**config.mk**
```make
export PLATFORM = sky130hd
export DESIGN_NAME = multicycle_ctrl_fsm_flat
export DESIGN_NICKNAME = d
export VERILOG_FILES = /design/src/rtl/multicycle_ctrl_fsm_pkg.sv /design/src/rtl/multicycle_ctrl_fsm_if.sv /design/src/rtl/multicycle_ctrl_fsm_decode.sv /design/src/rtl/multicycle_ctrl_fsm.sv /design/src/flat_wrapper.sv
export SDC_FILE = /design/constraint.sdc
export NUM_CORES = 1
export LEC_CHECK = 0
export CORE_MARGIN = 2
export CORE_UTILIZATION = 44
export CTS_CLUSTER_SIZE = 30
export DETAILED_ROUTE_END_ITERATION = 8
export GPL_ROUTABILITY_DRIVEN = 1
export MAX_ROUTING_LAYER = met4
export PLACE_DENSITY = 0.81
export SYNTH_ARGS = -nofsm -noshare
export SYNTH_HDL_FRONTEND = slang
export SYNTH_SLANG_ARGS = --single-unit
```
**constraint.sdc**
```tcl
create_clock -name Clk -period 6.2 [get_ports Clk]
set_input_delay 1.24 -clock Clk [delete_from_list [all_inputs] [get_ports Clk]]
set_output_delay 1.24 -clock Clk [all_outputs]
set_load 0.02 [all_outputs]
```
**src/rtl/multicycle_ctrl_fsm_pkg.sv**
```systemverilog
// Shared encodings for the multi-cycle control path: opcodes, ALU/ImmExt codes,
// FSM states and the decoded-instruction record passed from decode to the FSM.
package multicycle_ctrl_fsm_pkg;

  localparam logic [5:0] OP_R    = 6'b100000;
  localparam logic [5:0] OP_LI   = 6'b111000;
  localparam logic [5:0] OP_LUI  = 6'b111001;
  localparam logic [5:0] OP_ADDI = 6'b110000;
  localparam logic [5:0] OP_ANDI = 6'b110010;
  localparam logic [5:0] OP_ORI  = 6'b110011;
  localparam logic [5:0] OP_B    = 6'b111111;
  localparam logic [5:0] OP_BEQ  = 6'b010000;
  localparam logic [5:0] OP_BNE  = 6'b010001;
  localparam logic [5:0] OP_LW   = 6'b001111;
  localparam logic [5:0] OP_SW   = 6'b011111;

  localparam logic [3:0] ALU_ADD = 4'b0000;
  localparam logic [3:0] ALU_SUB = 4'b0001;
  localparam logic [3:0] ALU_AND = 4'b0010;
  localparam logic [3:0] ALU_OR  = 4'b0011;

  localparam logic [1:0] IMM_SEXT = 2'b00;
  localparam logic [1:0] IMM_ZEXT = 2'b01;
  localparam logic [1:0] IMM_HI   = 2'b10;

  typedef enum logic [2:0] {ST_FETCH, ST_DECODE, ST_EXEC, ST_MEM, ST_WB} state_t;
  typedef enum logic [2:0] {CL_ALU, CL_BR, CL_LW, CL_SW, CL_ILL} op_class_t;
  typedef enum logic [1:0] {BR_ALWAYS, BR_EQ, BR_NE} br_kind_t;

  typedef struct packed {
    op_class_t  cls;
    br_kind_t   br;
    logic [3:0] alu_func;
    logic       bin_sel;
    logic [1:0] imm_ext;
    logic       rf_b_sel;
  } dec_t;

  function automatic logic take_branch(br_kind_t br, logic zero);
    case (br)
      BR_EQ:   return zero;
      BR_NE:   return ~zero;
      default: return 1'b1;
    endcase
  endfunction

endpackage

```
**src/rtl/multicycle_ctrl_fsm_if.sv**
```systemverilog
// Control bundle between the control FSM (master) and the datapath/ALU stage (slave).
interface multicycle_ctrl_fsm_if;
  logic [31:0] Instr;
  logic        Zero;
  logic        Instr_LdEn;
  logic        PC_LdEn;
  logic        PC_sel;
  logic [1:0]  ImmExt;
  logic        RF_B_sel;
  logic        ALU_Bin_sel;
  logic [3:0]  ALU_func;
  logic        Mem_En;
  logic        Mem_WrEn;
  logic        RF_WrEn;
  logic        RF_WrData_sel;
  logic        Illegal_op;

  modport master (
    input  Instr, Zero,
    output Instr_LdEn, PC_LdEn, PC_sel, ImmExt, RF_B_sel, ALU_Bin_sel, ALU_func,
           Mem_En, Mem_WrEn, RF_WrEn, RF_WrData_sel, Illegal_op
  );

  modport slave (
    output Instr, Zero,
    input  Instr_LdEn, PC_LdEn, PC_sel, ImmExt, RF_B_sel, ALU_Bin_sel, ALU_func,
           Mem_En, Mem_WrEn, RF_WrEn, RF_WrData_sel, Illegal_op
  );
endinterface

```
**src/rtl/multicycle_ctrl_fsm_decode.sv**
```systemverilog
// Combinational opcode/func decode into instruction class and ALU-stage controls.
module multicycle_ctrl_fsm_decode
  import multicycle_ctrl_fsm_pkg::*;
(
  input  logic [5:0] opcode,
  input  logic [3:0] func,
  output dec_t       dec
);

  always_comb begin
    dec = '{cls: CL_ILL, br: BR_ALWAYS, alu_func: ALU_ADD, bin_sel: 1'b0,
            imm_ext: IMM_SEXT, rf_b_sel: 1'b0};
    case (opcode)
      OP_R:    begin dec.cls = CL_ALU; dec.alu_func = func; end
      OP_LI,
      OP_ADDI: begin dec.cls = CL_ALU; dec.bin_sel = 1'b1; end
      OP_LUI:  begin dec.cls = CL_ALU; dec.bin_sel = 1'b1; dec.imm_ext = IMM_HI; end
      OP_ANDI: begin
        dec.cls = CL_ALU; dec.alu_func = ALU_AND; dec.bin_sel = 1'b1; dec.imm_ext = IMM_ZEXT;
      end
      OP_ORI:  begin
        dec.cls = CL_ALU; dec.alu_func = ALU_OR; dec.bin_sel = 1'b1; dec.imm_ext = IMM_ZEXT;
      end
      OP_B:    dec.cls = CL_BR;
      OP_BEQ:  begin
        dec.cls = CL_BR; dec.br = BR_EQ; dec.alu_func = ALU_SUB; dec.rf_b_sel = 1'b1;
      end
      OP_BNE:  begin
        dec.cls = CL_BR; dec.br = BR_NE; dec.alu_func = ALU_SUB; dec.rf_b_sel = 1'b1;
      end
      OP_LW:   begin dec.cls = CL_LW; dec.bin_sel = 1'b1; end
      OP_SW:   begin dec.cls = CL_SW; dec.bin_sel = 1'b1; dec.rf_b_sel = 1'b1; end
      default: ;
    endcase
  end

endmodule

```
**src/rtl/multicycle_ctrl_fsm.sv**
```systemverilog
// Multi-cycle control FSM: FETCH/DECODE/EXEC/MEM/WB sequencing with a MEM_LAT-cycle MEM phase.
// Outputs are combinational from state and the opcode/func captured at the end of FETCH.
module multicycle_ctrl_fsm
  import multicycle_ctrl_fsm_pkg::*;
#(
  parameter int MEM_LAT = 1
) (
  input  logic                  Clk,
  input  logic                  Reset,
  multicycle_ctrl_fsm_if.master bus
);

  localparam logic [3:0] MEM_LAST = 4'(MEM_LAT - 1);

  state_t     state, state_nxt;
  logic [5:0] opcode_q;
  logic [3:0] func_q;
  logic [3:0] mem_cnt, mem_cnt_nxt;
  dec_t       dec;

  logic unused_instr;
  assign unused_instr = ^bus.Instr[25:4];

  multicycle_ctrl_fsm_decode u_decode (
    .opcode (opcode_q),
    .func   (func_q),
    .dec    (dec)
  );

  always_ff @(posedge Clk) begin
    if (Reset) begin
      state    <= ST_FETCH;
      opcode_q <= '0;
      func_q   <= '0;
      mem_cnt  <= '0;
    end else begin
      state   <= state_nxt;
      mem_cnt <= mem_cnt_nxt;
      if (state == ST_FETCH) begin
        opcode_q <= bus.Instr[31:26];
        func_q   <= bus.Instr[3:0];
      end
    end
  end

  always_comb begin
    state_nxt         = state;
    mem_cnt_nxt       = mem_cnt;
    bus.Instr_LdEn    = 1'b0;
    bus.PC_LdEn       = 1'b0;
    bus.PC_sel        = 1'b0;
    bus.ImmExt        = IMM_SEXT;
    bus.RF_B_sel      = 1'b0;
    bus.ALU_Bin_sel   = 1'b0;
    bus.ALU_func      = ALU_ADD;
    bus.Mem_En        = 1'b0;
    bus.Mem_WrEn      = 1'b0;
    bus.RF_WrEn       = 1'b0;
    bus.RF_WrData_sel = 1'b0;
    bus.Illegal_op    = 1'b0;

    // Everything stays quiet in a reset cycle so an aborted instruction leaves no side effects.
    if (!Reset) begin
      if (state == ST_EXEC || state == ST_MEM || state == ST_WB) begin
        bus.ALU_func    = dec.alu_func;
        bus.ALU_Bin_sel = dec.bin_sel;
        bus.ImmExt      = dec.imm_ext;
      end

      case (state)
        ST_FETCH: begin
          bus.Instr_LdEn = 1'b1;
          state_nxt      = ST_DECODE;
        end
        ST_DECODE: begin
          bus.RF_B_sel = dec.rf_b_sel;
          if (dec.cls == CL_ILL) begin
            bus.Illegal_op = 1'b1;
            bus.PC_LdEn    = 1'b1;
            state_nxt      = ST_FETCH;
          end else begin
            state_nxt = ST_EXEC;
          end
        end
        ST_EXEC: begin
          case (dec.cls)
            CL_ALU:       state_nxt = ST_WB;
            CL_LW, CL_SW: state_nxt = ST_MEM;
            CL_BR: begin
              bus.PC_LdEn = 1'b1;
              bus.PC_sel  = take_branch(dec.br, bus.Zero);
              state_nxt   = ST_FETCH;
            end
            default:      state_nxt = ST_FETCH;
          endcase
        end
        ST_MEM: begin
          bus.Mem_En = 1'b1;
          if (mem_cnt == MEM_LAST) begin
            mem_cnt_nxt = '0;
            if (dec.cls == CL_SW) begin
              bus.Mem_WrEn = 1'b1;
              bus.PC_LdEn  = 1'b1;
              state_nxt    = ST_FETCH;
            end else begin
              state_nxt = ST_WB;
            end
          end else begin
            mem_cnt_nxt = mem_cnt + 4'd1;
          end
        end
        ST_WB: begin
          bus.RF_WrEn       = 1'b1;
          bus.RF_WrData_sel = (dec.cls == CL_LW);
          bus.PC_LdEn       = 1'b1;
          state_nxt         = ST_FETCH;
        end
        default: state_nxt = ST_FETCH;
      endcase
    end
  end

endmodule
```
**src/flat_wrapper.sv**
```systemverilog
// flat-port wrapper written by rule: the top's interface ports become plain ports
module multicycle_ctrl_fsm_flat import multicycle_ctrl_fsm_pkg::*;
#(
  parameter int MEM_LAT = 1
)
  (Clk, Reset, bus_Instr, bus_Zero, bus_Instr_LdEn, bus_PC_LdEn, bus_PC_sel, bus_ImmExt, bus_RF_B_sel, bus_ALU_Bin_sel, bus_ALU_func, bus_Mem_En, bus_Mem_WrEn, bus_RF_WrEn, bus_RF_WrData_sel, bus_Illegal_op);
  multicycle_ctrl_fsm_if bus_i ();
  input  logic Clk;
  input  logic Reset;
  input wire logic [$bits(bus_i.Instr)-1:0] bus_Instr;
  input wire logic [$bits(bus_i.Zero)-1:0] bus_Zero;
  output wire logic [$bits(bus_i.Instr_LdEn)-1:0] bus_Instr_LdEn;
  output wire logic [$bits(bus_i.PC_LdEn)-1:0] bus_PC_LdEn;
  output wire logic [$bits(bus_i.PC_sel)-1:0] bus_PC_sel;
  output wire logic [$bits(bus_i.ImmExt)-1:0] bus_ImmExt;
  output wire logic [$bits(bus_i.RF_B_sel)-1:0] bus_RF_B_sel;
  output wire logic [$bits(bus_i.ALU_Bin_sel)-1:0] bus_ALU_Bin_sel;
  output wire logic [$bits(bus_i.ALU_func)-1:0] bus_ALU_func;
  output wire logic [$bits(bus_i.Mem_En)-1:0] bus_Mem_En;
  output wire logic [$bits(bus_i.Mem_WrEn)-1:0] bus_Mem_WrEn;
  output wire logic [$bits(bus_i.RF_WrEn)-1:0] bus_RF_WrEn;
  output wire logic [$bits(bus_i.RF_WrData_sel)-1:0] bus_RF_WrData_sel;
  output wire logic [$bits(bus_i.Illegal_op)-1:0] bus_Illegal_op;
  assign bus_i.Instr = bus_Instr;
  assign bus_i.Zero = bus_Zero;
  assign bus_Instr_LdEn = bus_i.Instr_LdEn;
  assign bus_PC_LdEn = bus_i.PC_LdEn;
  assign bus_PC_sel = bus_i.PC_sel;
  assign bus_ImmExt = bus_i.ImmExt;
  assign bus_RF_B_sel = bus_i.RF_B_sel;
  assign bus_ALU_Bin_sel = bus_i.ALU_Bin_sel;
  assign bus_ALU_func = bus_i.ALU_func;
  assign bus_Mem_En = bus_i.Mem_En;
  assign bus_Mem_WrEn = bus_i.Mem_WrEn;
  assign bus_RF_WrEn = bus_i.RF_WrEn;
  assign bus_RF_WrData_sel = bus_i.RF_WrData_sel;
  assign bus_Illegal_op = bus_i.Illegal_op;
  multicycle_ctrl_fsm #(.MEM_LAT(MEM_LAT)) u_core (.Clk(Clk), .Reset(Reset), .bus(bus_i));
endmodule
```
After elaboration in Yosys (flattened, before gate mapping)
Cells that the tools add are included.
- bits in registers: 17
- add/sub/neg operators: 1
- equal/unequal tests: 22
- mux-type cells: 42
- bitwise operators: 1
- reductions and logical operators: 12
- operators by type and width (cell ; count):
    == test 6 bit (second input constant) ; 7
    two-way mux 1 bit ; 26
    one-hot mux 3 bit (4 select lines) ; 2
    == test 6 x 5 -> 1 bit (second input constant) ; 3
    one-hot mux 4 bit (4 select lines) ; 1
    == test 3 x 2 -> 1 bit (second input constant) ; 4
    two-way mux 4 bit ; 3
    one-hot mux 2 bit (2 select lines) ; 2
    OR reduction 7 bit ; 1
    == test 3 x 1 -> 1 bit (second input constant) ; 2
    == test 3 bit (second input constant) ; 2
    == test 6 x 4 -> 1 bit (second input constant) ; 1
    zero test 3 bit ; 2
    two-way mux 2 bit ; 3
    two-way mux 3 bit ; 2
    one-hot mux 3 bit (2 select lines) ; 1
    OR reduction 2 bit ; 3
    OR reduction 3 bit ; 2
    OR reduction 6 bit ; 1
    adder 4 x 1 -> 4 bit (second input constant) ; 1
    zero test 4 bit ; 1
    one-hot mux 1 bit (4 select lines) ; 1
    == test 2 x 1 -> 1 bit (second input constant) ; 1
    == test 2 bit (second input constant) ; 1
    other kinds (4) ; 5

Depth between registers and ports, before layout
- word-level depth: 8
- mapped depth: 8
- gate-level depth less buffers: 8

Modules after synthesis
From an unflattened synthesis, not the netlist that was laid out.
- cells, all modules: 170
- area, all modules: 1219.9 µm²
- by module, submodules not included (module ; times used ; cells an instance ; area each (µm²)):
    multicycle_ctrl_fsm ; 1 ; 126 ; 949.7
    multicycle_ctrl_fsm_decode ; 1 ; 44 ; 270.3

Worst setup path before layout
No wires, ideal clock.
- path kind: input to output
- start: input Reset
- end: output bus_RF_WrData_sel
- arrival time: 2.717 ns
- path slack: 2.243 ns
- stages: 4
- buffers on the path: 1
- cells stage by stage: clkbuf_1 > nor4b_1 > nand3_1 > nor2_1
- longest elaborated chain between the ends: 1
- ends and longest elaborated chain (item ; RTL line ; text):
    start: declaration ; flat_wrapper.sv:9 ; input logic Reset;
    two-way mux 1 bit ; multicycle_ctrl_fsm.sv:63 ; if (!Reset) begin
    end: declaration ; flat_wrapper.sv:22 ; output wire logic [$bits(bus_i.RF_WrData_sel)-1:0] bus_RF_WrData_sel;
Every way passes these cells.

Worst setup path in the final report
Ends and elaborated chain as after synthesis.

==> flow_summary.yaml <==
cells_and_area:
  seq_area_um2: 340
  num-fill-cells: 234
  instances_no_fill: 209
  mostFrequentLayoutCells: "nand2_1 (31), clkdlybuf4s50_1 (28), a21oi_1 (18), dfxtp_1 (17), nor2_1 (14)"
  final_common_cell: "nand2_1"
  multiInputGateArea_um2: 693
  drive_above_1_share_pct: 6.15
  antenna_cells: 0
  synthToLayoutAreaGrowth_pct: 26.7
  nNetsFinal: 220
critical_path:
  crit_fanout: 23
  required_ns: 4.96
  r2r_cells: 7
  critPathMostFrequentCell: "clkdlybuf4s50_1"
  cp.arrival_ns: 3.36
  reg2reg_from: "u_core.opcode_q[1]"
  crit_buf_inv: 3
  path_delay_family: "buffers and inverters"
  slowest_stage: "clkdlybuf4s50_1"
  r2r-end: "u_core.state[2]"
  reg2reg_slack_ns: 4.25
  path_class: "in2out"
  critPathLaunch: "Reset"
  cp_cell_sequence: "clkdlybuf4s50_1 -> buf_4 -> nor4b_1 -> nand3_1 -> nor2_1 -> clkdlybuf4s50_1"
  worst_setup_path_end_kind: "primary output"
  cp-endpoint: "bus_RF_WrData_sel"
  slowest_delay_ns: 0.60
  path_depth: 6
  start_kind: "primary input"
cts:
  cts_setup_buffers: 0
  cts.path.max_buffers: 2
  clk_latency_ns: 0.28
  h-tree-depth: 1
  cts_resized: 0
  numCtsBuffers: 3
  ctsRootBufferMaster: "clkbuf_4"
  clk_pin_slew_ns: 0.09
  cts-hold-fix-buffers: 0
  cts_tree: "done"
  clkSinkCount: 17
floorplanning:
  core_mm2: 0.00245
  die_w_um: 54.5
  num_rows: 18
  design.die.area_mm2: 0.00296
  start_util_pct: 45.6
  ios: 51
  die_y_um: 54.5
sta:
  finClkSkew_ns: 0.00112
  tightest_slew_ns: 1.04
  grt_setup_unrepaired: "false"
  slew_viol_final: 0
  hold_viol: 0
  fin_crit_sh_pct: 74.1
  setup_tns_ns: 0
  fmax_ghz: 0.218
  setup_violations: 0
  fin_ws_ns: 1.60
  min_period_ns: 4.60
  worst_slew_margin_rel_pct: 30.4
drt:
  final_antenna_net_count: 0
  via_per_inst: 5.59
  wire_per_inst_um: 12.3
  drt-total-wl_um: 2570
  routed-via-count: 1168
  dr.pass1.iters: 4
  drt_iter0_drc: 41
  drc: 0
yosys:
  syn_area_mm2: 0.00112
  yosysWarnings: 0
  synth_fp_nets: 197
  yosysSeqAreaShare_pct: 30.4
  syn_inst: 157
  yosys_register_bits: 17
  synth_cell_types: 38
  synth_ff_type: "dfxtp_1"
  avgSynthCellArea_um2: 7.13
  synthArstFlopShare_pct: 0
  synth_edf_count: 0
global_route:
  grt_antenna_before_repair: 0
  grt_pass1_vias: 959
  grt_pass1_wl_um: 4210
  grt_max_degree: 24
  grtUsageTotal_pct: 19.8
  overflow: 0
run_status:
  status: "finished, final reports clean"
min_path:
  min_path_type: "reg2reg"
power:
  cellLeakagePower_nw: 0.523
  totalPowerFinal_uw: 233
  power_density_mw_per_mm2: 164
  ir_worst_vdd_mv: 0.127
place:
  dp_cells: 205
  dp_hpwl_um: 1930
  io_buffers: 28
  pre_cts_ws_ns: 1.56
  place_congestion: 0.951
job:
  maxCapViolCount: 0
==> stage by stage <==
stage               util [%]  hold slack [ns]  area [um2]
detailed placement      56.7            0.451        1390
CTS                     57.8            0.463        1420
global route            57.8            0.490        1420
global placement        56.7            0.439        1390
floorplan                  -            0.432        1120
finish                  57.8            0.460        1420
==> per-layer routing <==
metal	GRT usage (%)	up-vias	routed length, um
li1	-	588	-
met1	28.2	536	1200
met2	29.7	42	1210
met3	2.46	2	151
met4	5.00	0	12
met5	-	-	0
==> power by group <==
group          total [mW]  switching [mW]  leakage [nW]  internal, mW
Clock              0.0575          0.0325        0.0150        0.0249
Sequential          0.126          0.0104         0.140         0.116
Combinational      0.0498          0.0256         0.368        0.0242
==> sequential cells by signal, summed over array words and instances, names as in the netlist <==
name / count
u_core.func_q: 4
u_core.mem_cnt: 4
u_core.opcode_q: 6
u_core.state: 3
==> cell usage after synthesis, drive strengths merged (2+ instances only) <==
cell / number / share of area [%]
nor3: 3 / 1.3
dfxtp: 17 / 30
o32ai: 2 / 1.6
nand2: 31 / 10
o21ai: 3 / 1.3
nand3: 8 / 3.6
a211oi: 2 / 1.3
nor3b: 2 / 2.3
nor4: 2 / 1.1
or3: 5 / 3.2
and3: 3 / 1.9
a21oi: 18 / 8.0
or3b: 2 / 1.6
clkbuf: 7 / 2.3
nand3b: 3 / 2.0
nor2: 15 / 5.3
a31oi: 2 / 1.1
ha: 5 / 5.6
a2111oi: 2 / 1.6
buf: 4 / 2.3
nand2b: 2 / 1.1
inv: 9 / 3.0
==> worst min-delay path, delay by kind of cell (launching register included) <==
family | cells | cell delay, ns
DFF | 1 | 0.32
and+or+nand+nor | 1 | 0.05
AOI/OAI and AO/OA | 1 | 0.05
==> final cells by class <==
cell class	count	share of cell area, %
Clock buffer	4	1.85
Inverter	9	2.38
Multi-Input combinational cell	120	48.9
Sequential cell	17	24.0
Tap cell	30	2.65
Timing Repair Buffer	29	20.3
==> kinds of logic after synthesis <==
kind of cell	count (synthesis)	synth area share, %
AOI/OAI and AO/OA	31	16.4
adders and majority gates	5	5.59
buffers and inverters	20	7.71
DFF	17	30.4
muxes	1	0.894
and+or+nand+nor	83	39.0
==> how the worst min path moves through the flow <==
stage                           from                to  cells after the start
finish              u_core.func_q[3]  u_core.func_q[3]                      2
detailed placement  u_core.func_q[3]  u_core.func_q[3]                      2
global route        u_core.func_q[3]  u_core.func_q[3]                      2
CTS                 u_core.func_q[3]  u_core.func_q[3]                      2
floorplan           u_core.func_q[2]  u_core.func_q[2]                      2
global placement    u_core.func_q[3]  u_core.func_q[3]                      2
Power figures use the tool's default switching activity.
